--- src/rtl/alu_share_ctrl_pkg.sv ---
// Shared op codes and sequencer states for the shared-ALU controller.
package alu_share_ctrl_pkg;

    typedef enum logic [1:0] {
        OP_ADD = 2'b00,
        OP_SUB = 2'b01,
        OP_AND = 2'b10,
        OP_XOR = 2'b11
    } op_e;

    typedef enum logic [1:0] {
        ST_IDLE = 2'b00,
        ST_EXEC = 2'b01,
        ST_RESP = 2'b10
    } state_e;

endpackage

--- src/rtl/alu_share_ctrl_if.sv ---
// Two command channels and one tagged response channel around the shared ALU.
interface alu_share_ctrl_if #(
    parameter int WIDTH = 4
);
    logic             req0_valid;
    logic             req0_ready;
    logic [WIDTH-1:0] req0_a;
    logic [WIDTH-1:0] req0_b;
    logic [1:0]       req0_op;

    logic             req1_valid;
    logic             req1_ready;
    logic [WIDTH-1:0] req1_a;
    logic [WIDTH-1:0] req1_b;
    logic [1:0]       req1_op;

    logic             rsp_valid;
    logic             rsp_ready;
    logic             rsp_id;
    logic [WIDTH-1:0] rsp_result;
    logic             rsp_status;

    modport master (
        output req0_valid, req0_a, req0_b, req0_op,
        input  req0_ready,
        output req1_valid, req1_a, req1_b, req1_op,
        input  req1_ready,
        input  rsp_valid, rsp_id, rsp_result, rsp_status,
        output rsp_ready
    );

    modport slave (
        input  req0_valid, req0_a, req0_b, req0_op,
        output req0_ready,
        input  req1_valid, req1_a, req1_b, req1_op,
        output req1_ready,
        output rsp_valid, rsp_id, rsp_result, rsp_status,
        input  rsp_ready
    );
endinterface

--- src/rtl/alu_share_ctrl_alu.sv ---
// Combinational WIDTH-bit ALU: add/sub/and/xor, modulo 2^WIDTH.
module alu_share_ctrl_alu
    import alu_share_ctrl_pkg::*;
#(
    parameter int WIDTH = 4
) (
    input  logic [WIDTH-1:0] a,
    input  logic [WIDTH-1:0] b,
    input  op_e              op,
    output logic [WIDTH-1:0] y,
    output logic             zero
);

    always_comb begin
        y = '0;
        case (op)
            OP_ADD:  y = a + b;
            OP_SUB:  y = a - b;
            OP_AND:  y = a & b;
            OP_XOR:  y = a ^ b;
            default: y = '0;
        endcase
    end

    // Status only reports equality, so it is meaningful for sub alone.
    assign zero = (op == OP_SUB) && (y == '0);

endmodule

--- src/rtl/alu_share_ctrl.sv ---
// Round-robin arbiter and IDLE/EXEC/RESP sequencer sharing one ALU
// between two requesters; returns a tagged, registered result.
module alu_share_ctrl
    import alu_share_ctrl_pkg::*;
#(
    parameter int WIDTH = 4
) (
    input  logic           clk,
    input  logic           rst,
    alu_share_ctrl_if.slave bus,
    output logic           busy
);

    state_e           state_q;
    state_e           state_d;
    logic             last_grant_q;
    logic [WIDTH-1:0] a_q;
    logic [WIDTH-1:0] b_q;
    op_e              op_q;
    logic             id_q;

    logic             rsp_valid_q;
    logic             rsp_id_q;
    logic [WIDTH-1:0] rsp_result_q;
    logic             rsp_status_q;

    logic             gnt0;
    logic             gnt1;
    logic             accept;
    logic [WIDTH-1:0] alu_y;
    logic             alu_zero;

    // On a tie the requester not granted last time wins.
    assign gnt0 = bus.req0_valid &&
                  (!bus.req1_valid || last_grant_q);
    assign gnt1 = bus.req1_valid &&
                  (!bus.req0_valid || !last_grant_q);

    assign accept = (state_q == ST_IDLE) && !rst &&
                    (gnt0 || gnt1);

    assign bus.req0_ready = accept && gnt0;
    assign bus.req1_ready = accept && gnt1;

    assign bus.rsp_valid  = rsp_valid_q;
    assign bus.rsp_id     = rsp_id_q;
    assign bus.rsp_result = rsp_result_q;
    assign bus.rsp_status = rsp_status_q;

    assign busy = (state_q != ST_IDLE);

    alu_share_ctrl_alu #(
        .WIDTH(WIDTH)
    ) u_alu (
        .a    (a_q),
        .b    (b_q),
        .op   (op_q),
        .y    (alu_y),
        .zero (alu_zero)
    );

    always_comb begin
        state_d = state_q;
        case (state_q)
            ST_IDLE: if (accept) state_d = ST_EXEC;
            ST_EXEC: state_d = ST_RESP;
            ST_RESP: if (bus.rsp_ready) state_d = ST_IDLE;
            default: state_d = ST_IDLE;
        endcase
    end

    always_ff @(posedge clk) begin
        if (rst) begin
            state_q      <= ST_IDLE;
            last_grant_q <= 1'b1;
            a_q          <= '0;
            b_q          <= '0;
            op_q         <= OP_ADD;
            id_q         <= 1'b0;
            rsp_valid_q  <= 1'b0;
            rsp_id_q     <= 1'b0;
            rsp_result_q <= '0;
            rsp_status_q <= 1'b0;
        end else begin
            state_q <= state_d;
            if (accept) begin
                last_grant_q <= gnt1;
                id_q         <= gnt1;
                a_q          <= gnt1 ? bus.req1_a : bus.req0_a;
                b_q          <= gnt1 ? bus.req1_b : bus.req0_b;
                op_q         <= op_e'(gnt1 ? bus.req1_op
                                           : bus.req0_op);
            end
            if (state_q == ST_EXEC) begin
                rsp_valid_q  <= 1'b1;
                rsp_id_q     <= id_q;
                rsp_result_q <= alu_y;
                rsp_status_q <= alu_zero;
            end else if (state_q == ST_RESP && bus.rsp_ready) begin
                rsp_valid_q  <= 1'b0;
            end
        end
    end

endmodule

--- src/flat_wrapper.sv ---
// flat-port wrapper written by rule: the top's interface ports become plain ports
module alu_share_ctrl_flat import alu_share_ctrl_pkg::*;
#(
    parameter int WIDTH = 4
)
  (clk, rst, busy, bus_req0_valid, bus_req0_a, bus_req0_b, bus_req0_op, bus_req0_ready, bus_req1_valid, bus_req1_a, bus_req1_b, bus_req1_op, bus_req1_ready, bus_rsp_valid, bus_rsp_id, bus_rsp_result, bus_rsp_status, bus_rsp_ready);
  alu_share_ctrl_if #(.WIDTH(WIDTH)) bus_i ();
  input  logic clk;
  input  logic rst;
  output logic busy;
  input wire logic [$bits(bus_i.req0_valid)-1:0] bus_req0_valid;
  input wire logic [$bits(bus_i.req0_a)-1:0] bus_req0_a;
  input wire logic [$bits(bus_i.req0_b)-1:0] bus_req0_b;
  input wire logic [$bits(bus_i.req0_op)-1:0] bus_req0_op;
  output wire logic [$bits(bus_i.req0_ready)-1:0] bus_req0_ready;
  input wire logic [$bits(bus_i.req1_valid)-1:0] bus_req1_valid;
  input wire logic [$bits(bus_i.req1_a)-1:0] bus_req1_a;
  input wire logic [$bits(bus_i.req1_b)-1:0] bus_req1_b;
  input wire logic [$bits(bus_i.req1_op)-1:0] bus_req1_op;
  output wire logic [$bits(bus_i.req1_ready)-1:0] bus_req1_ready;
  output wire logic [$bits(bus_i.rsp_valid)-1:0] bus_rsp_valid;
  output wire logic [$bits(bus_i.rsp_id)-1:0] bus_rsp_id;
  output wire logic [$bits(bus_i.rsp_result)-1:0] bus_rsp_result;
  output wire logic [$bits(bus_i.rsp_status)-1:0] bus_rsp_status;
  input wire logic [$bits(bus_i.rsp_ready)-1:0] bus_rsp_ready;
  assign bus_i.req0_valid = bus_req0_valid;
  assign bus_i.req0_a = bus_req0_a;
  assign bus_i.req0_b = bus_req0_b;
  assign bus_i.req0_op = bus_req0_op;
  assign bus_req0_ready = bus_i.req0_ready;
  assign bus_i.req1_valid = bus_req1_valid;
  assign bus_i.req1_a = bus_req1_a;
  assign bus_i.req1_b = bus_req1_b;
  assign bus_i.req1_op = bus_req1_op;
  assign bus_req1_ready = bus_i.req1_ready;
  assign bus_rsp_valid = bus_i.rsp_valid;
  assign bus_rsp_id = bus_i.rsp_id;
  assign bus_rsp_result = bus_i.rsp_result;
  assign bus_rsp_status = bus_i.rsp_status;
  assign bus_i.rsp_ready = bus_rsp_ready;
  alu_share_ctrl #(.WIDTH(WIDTH)) u_core (.clk(clk), .rst(rst), .bus(bus_i), .busy(busy));
endmodule
--- config.mk ---
export PLATFORM = sky130hd
export DESIGN_NAME = alu_share_ctrl_flat
export DESIGN_NICKNAME = d
export VERILOG_FILES = /design/src/rtl/alu_share_ctrl_pkg.sv /design/src/rtl/alu_share_ctrl_if.sv /design/src/rtl/alu_share_ctrl_alu.sv /design/src/rtl/alu_share_ctrl.sv /design/src/flat_wrapper.sv
export SDC_FILE = /design/constraint.sdc
export NUM_CORES = 1
export LEC_CHECK = 0
export BUFFER_PORTS_ARGS = -buffer_cell sky130_fd_sc_hd__buf_2
export CORE_UTILIZATION = 40
export CTS_CLUSTER_DIAMETER = 120
export DETAILED_ROUTE_END_ITERATION = 10
export PLACE_DENSITY_LB_ADDON = 0.05
export SYNTH_ARGS = -nofsm -noshare
export SYNTH_HDL_FRONTEND = slang
export SYNTH_HIERARCHICAL = 1
export SYNTH_SLANG_ARGS = --single-unit
--- constraint.sdc ---
create_clock -name clk -period 2.9 [get_ports clk]
set_clock_uncertainty 0.05 [all_clocks]
set_input_delay 0.145 -clock clk [delete_from_list [all_inputs] [get_ports clk]]
set_output_delay 0.145 -clock clk [all_outputs]
set_load 0.01 [all_outputs]
==> qor.csv <==
stage;metric;value;unit
sta;slew_violations;0;
critical_path;critPathArrivalTime;2680;ps
floorplan;start_util;0.427;
pwr;peakVddDrop;0.187;mV
detailed_routing;routedWlPerCell;12.0;microns
pwr;total_power;0.787;mW
cells_and_area;layout_common_cells;buf_2, mux2i_1, dfxtp_1;
cts;clk_pin_slew_worst_paths;120;ps
detailed_routing;vias_per_cell;4.74;
sta;fin_tns_setup;0;ps
global_route;grt_max_degree;23;
pwr;p_leak;0.687;nW
sta;min_period;2470;ps
global_route;grt_pass1_vias;892;
floorplan;rows;20;
sta;period_share;0.853;
global_route;grt_antenna_before_repair;0;
critical_path;criticalPathCategory;flop to flop;
cells_and_area;layout_commonest_cell;buf_2;
cts;cts_tree;done;
cells_and_area;area_growth;14.1;%
cts;cts_buffers;3;
yosys;ys_warn_count;6;
detailed_routing;drt-total-wl;2510;microns
detailed_routing;drc_errors;0;
global_route;grt_pass1_wl;4170;microns
cts;clock-sinks;21;
yosys;synth_compound_gate_area_share;0.0973;
sta;fmax;0.404;GHz
yosys;ys_seq_elements;21;
critical_path;cpMostUsedCell;mux2i_1;
job;drv_cap;0;
sta;hold_viol;0;
floorplan;dieArea;3550;sq um
yosys;synth-simple-area-share;0.173;
critical_path;cp.required;3110;ps
placed_design;dp_hpwl;1910;microns
cells_and_area;nets;200;
cts;ctsResizeCount;0;
pwr;p_per_area;521;nW/um^2
critical_path;critical_path.max_fanout;8;
yosys;synth_cell_types;35;
yosys;synth-xor-area-share;0.0198;
floorplan;ios;35;
floorplan;chipWidth;59.6;microns
floorplan;dieHeight;59.6;microns
cells_and_area;diodes;0;
critical_path;slowest_delay;530;ps
yosys;syn_avg_cell_area;9.96;sq um
cts;cts_htree_levels;1;
yosys;synthMuxAreaShare;0.227;
cts;clkLatencyLatePin;310;ps
yosys;synth_seq_area_share;0.317;
cts;clock_path_buffers;2;
critical_path;cp_cell_sequence;nor2b_4 > mux2i_1 > ha_1 > nor2b_1 > o21a_1 > o211a_1 > nor4_2 > mux2i_1 > nor2_1;
critical_path;crit_path_end_kind;flop;
yosys;synth_top_area_share;0.317;
min_path;hold_path_class;input pin to flop;
yosys;netlist_area;1330;sq um
detailed_routing;postRouteAntennaNets;0;
cells_and_area;drive_gt1_frac;0.291;
placed_design;routabilityCongestion;0.756;
sta;maxSlewHeadroom;0.656;
yosys;synth_nets;167;
yosys;netlist_top_cells_area;dfxtp_1, mux2i_1, ha_1;
yosys;synth_fa_ha_area_frac;0.0907;
sta;grt_setup_unrepaired;no;
global_route;grt_overflow_total;0;
sta;finalSetupViolations;0;
detailed_routing;drt_pre_antenna_iters;4;
yosys;synth_top_family_by_area;multiplexers;
cts;cts_hold_buf;0;
sta;tightestPinTransition;515;ps
placed_design;io_buffers;34;
critical_path;critical_path.slowest_cell;dfxtp_1;
run_status;outcome;complete, no violations;
yosys;yosys.area.top_type;dfxtp_1;
critical_path;cp-start-kind;flop;
detailed_routing;drt_iter0_markers;38;
cts;clockRootBuffer;clkbuf_4;
floorplan;core_area;3100;sq um
detailed_routing;route.vias.total;990;
cts;post_cts_buffers;0;
cells_and_area;n_fill_cell;315;
global_route;grt_util_all_layers;0.161;
yosys;syn_inst;133;
-- worst max-delay path: cells and delay by family (launching register included) --
kind | cells | cell delay, ps
compound gates | 2 | 410
flops | 1 | 530
simple gates | 4 | 750
fa+ha+maj | 1 | 270
mux | 2 | 410
-- kinds of logic after synthesis --
kind of cell | Yosys count
muxes | 30
and+or+nand+nor | 40
adders and majority gates | 9
buffers and inverters | 14
xor gates and xnor gates | 3
DFF | 21
AOI/OAI and AO/OA | 16
-- registers in the layout, summed over array words and instances (netlist names) --
name	flops
u_core/a_q	4
u_core/bus.rsp_status	1
u_core/id_q	1
u_core/state_q	2
u_core/b_q	4
u_core/bus.rsp_valid	1
u_core/last_grant_q	1
u_core/bus.rsp_result	4
u_core/op_q	2
u_core/bus.rsp_id	1
-- final timing paths --
| path | start | end | slack (ps) | depth (start not counted) |
|---|---|---|---|---|
| max | u_core/op_q[0] | u_core/bus.rsp_status | 430 | 9 |
| min | bus_req0_b[3] | u_core/b_q[3] | 70 | 3 |
| max reg2reg | u_core/op_q[0] | u_core/bus.rsp_status | 430 | 9 |
| min reg2reg | u_core/id_q | u_core/id_q | 440 | 2 |
-- metal layers --
| metal | vias to the layer above | share of wire | global-route usage |
|---|---|---|---|
| met5 | - | 0 | 0 |
| met4 | 0 | 0.017 | 0.0797 |
| met2 | 25 | 0.44 | 0.233 |
| met1 | 439 | 0.50 | 0.232 |
| met3 | 5 | 0.037 | 0.0262 |
| li1 | 521 | - | - |
-- cell usage after synthesis (all sizes together) --
| master | instances |
|---|---|
| a221o | 1 |
| xnor2 | 2 |
| mux2i | 30 |
| fa | 1 |
| nor3 | 2 |
| dfxtp | 21 |
| inv | 7 |
| and2 | 1 |
| o21a | 1 |
| ha | 8 |
| o211a | 1 |
| o31a | 2 |
| xor2 | 1 |
| a211oi | 2 |
| o21ai | 3 |
| nand2 | 4 |
| nor2b | 3 |
| nor4 | 1 |
| nor2 | 15 |
| nand3 | 1 |
| and2b | 2 |
| buf | 5 |
| clkbuf | 2 |
| nand2b | 10 |
| a21oi | 4 |
| o41ai | 1 |
| a21boi | 1 |
| or3 | 1 |
-- through the flow --
stage | cell area, sq um | cells | setup WS, ps | util | hold slack (ps)
after floorplan | 1330 | 133 | 655 | - | 275
after global placement | 1480 | 205 | 489 | 0.478 | 379
after detailed placement | 1480 | 205 | 418 | 0.478 | 387
after CTS | 1510 | 209 | 403 | 0.487 | 55.6
after global routing | 1510 | 209 | 190 | 0.487 | 62.6
final | 1510 | 209 | 426 | 0.487 | 65.3
-- final cells by class --
type,instances,area [sq um],share of cell area
Tap cell,44,55.1,0.0364
Timing Repair Buffer,35,178,0.118
Multi-Input combinational cell,98,805,0.532
Clock inverter,1,5.00,0.00331
Sequential cell,21,420,0.278
Clock buffer,3,22.5,0.0149
Inverter,7,26.3,0.0174
-- report_power, final --
part	switching, mW	internal (mW)	total [mW]
Sequential	0.0350	0.322	0.357
Clock	0.0908	0.0515	0.142
Combinational	0.145	0.144	0.289
(Power assumes the default switching activity.)
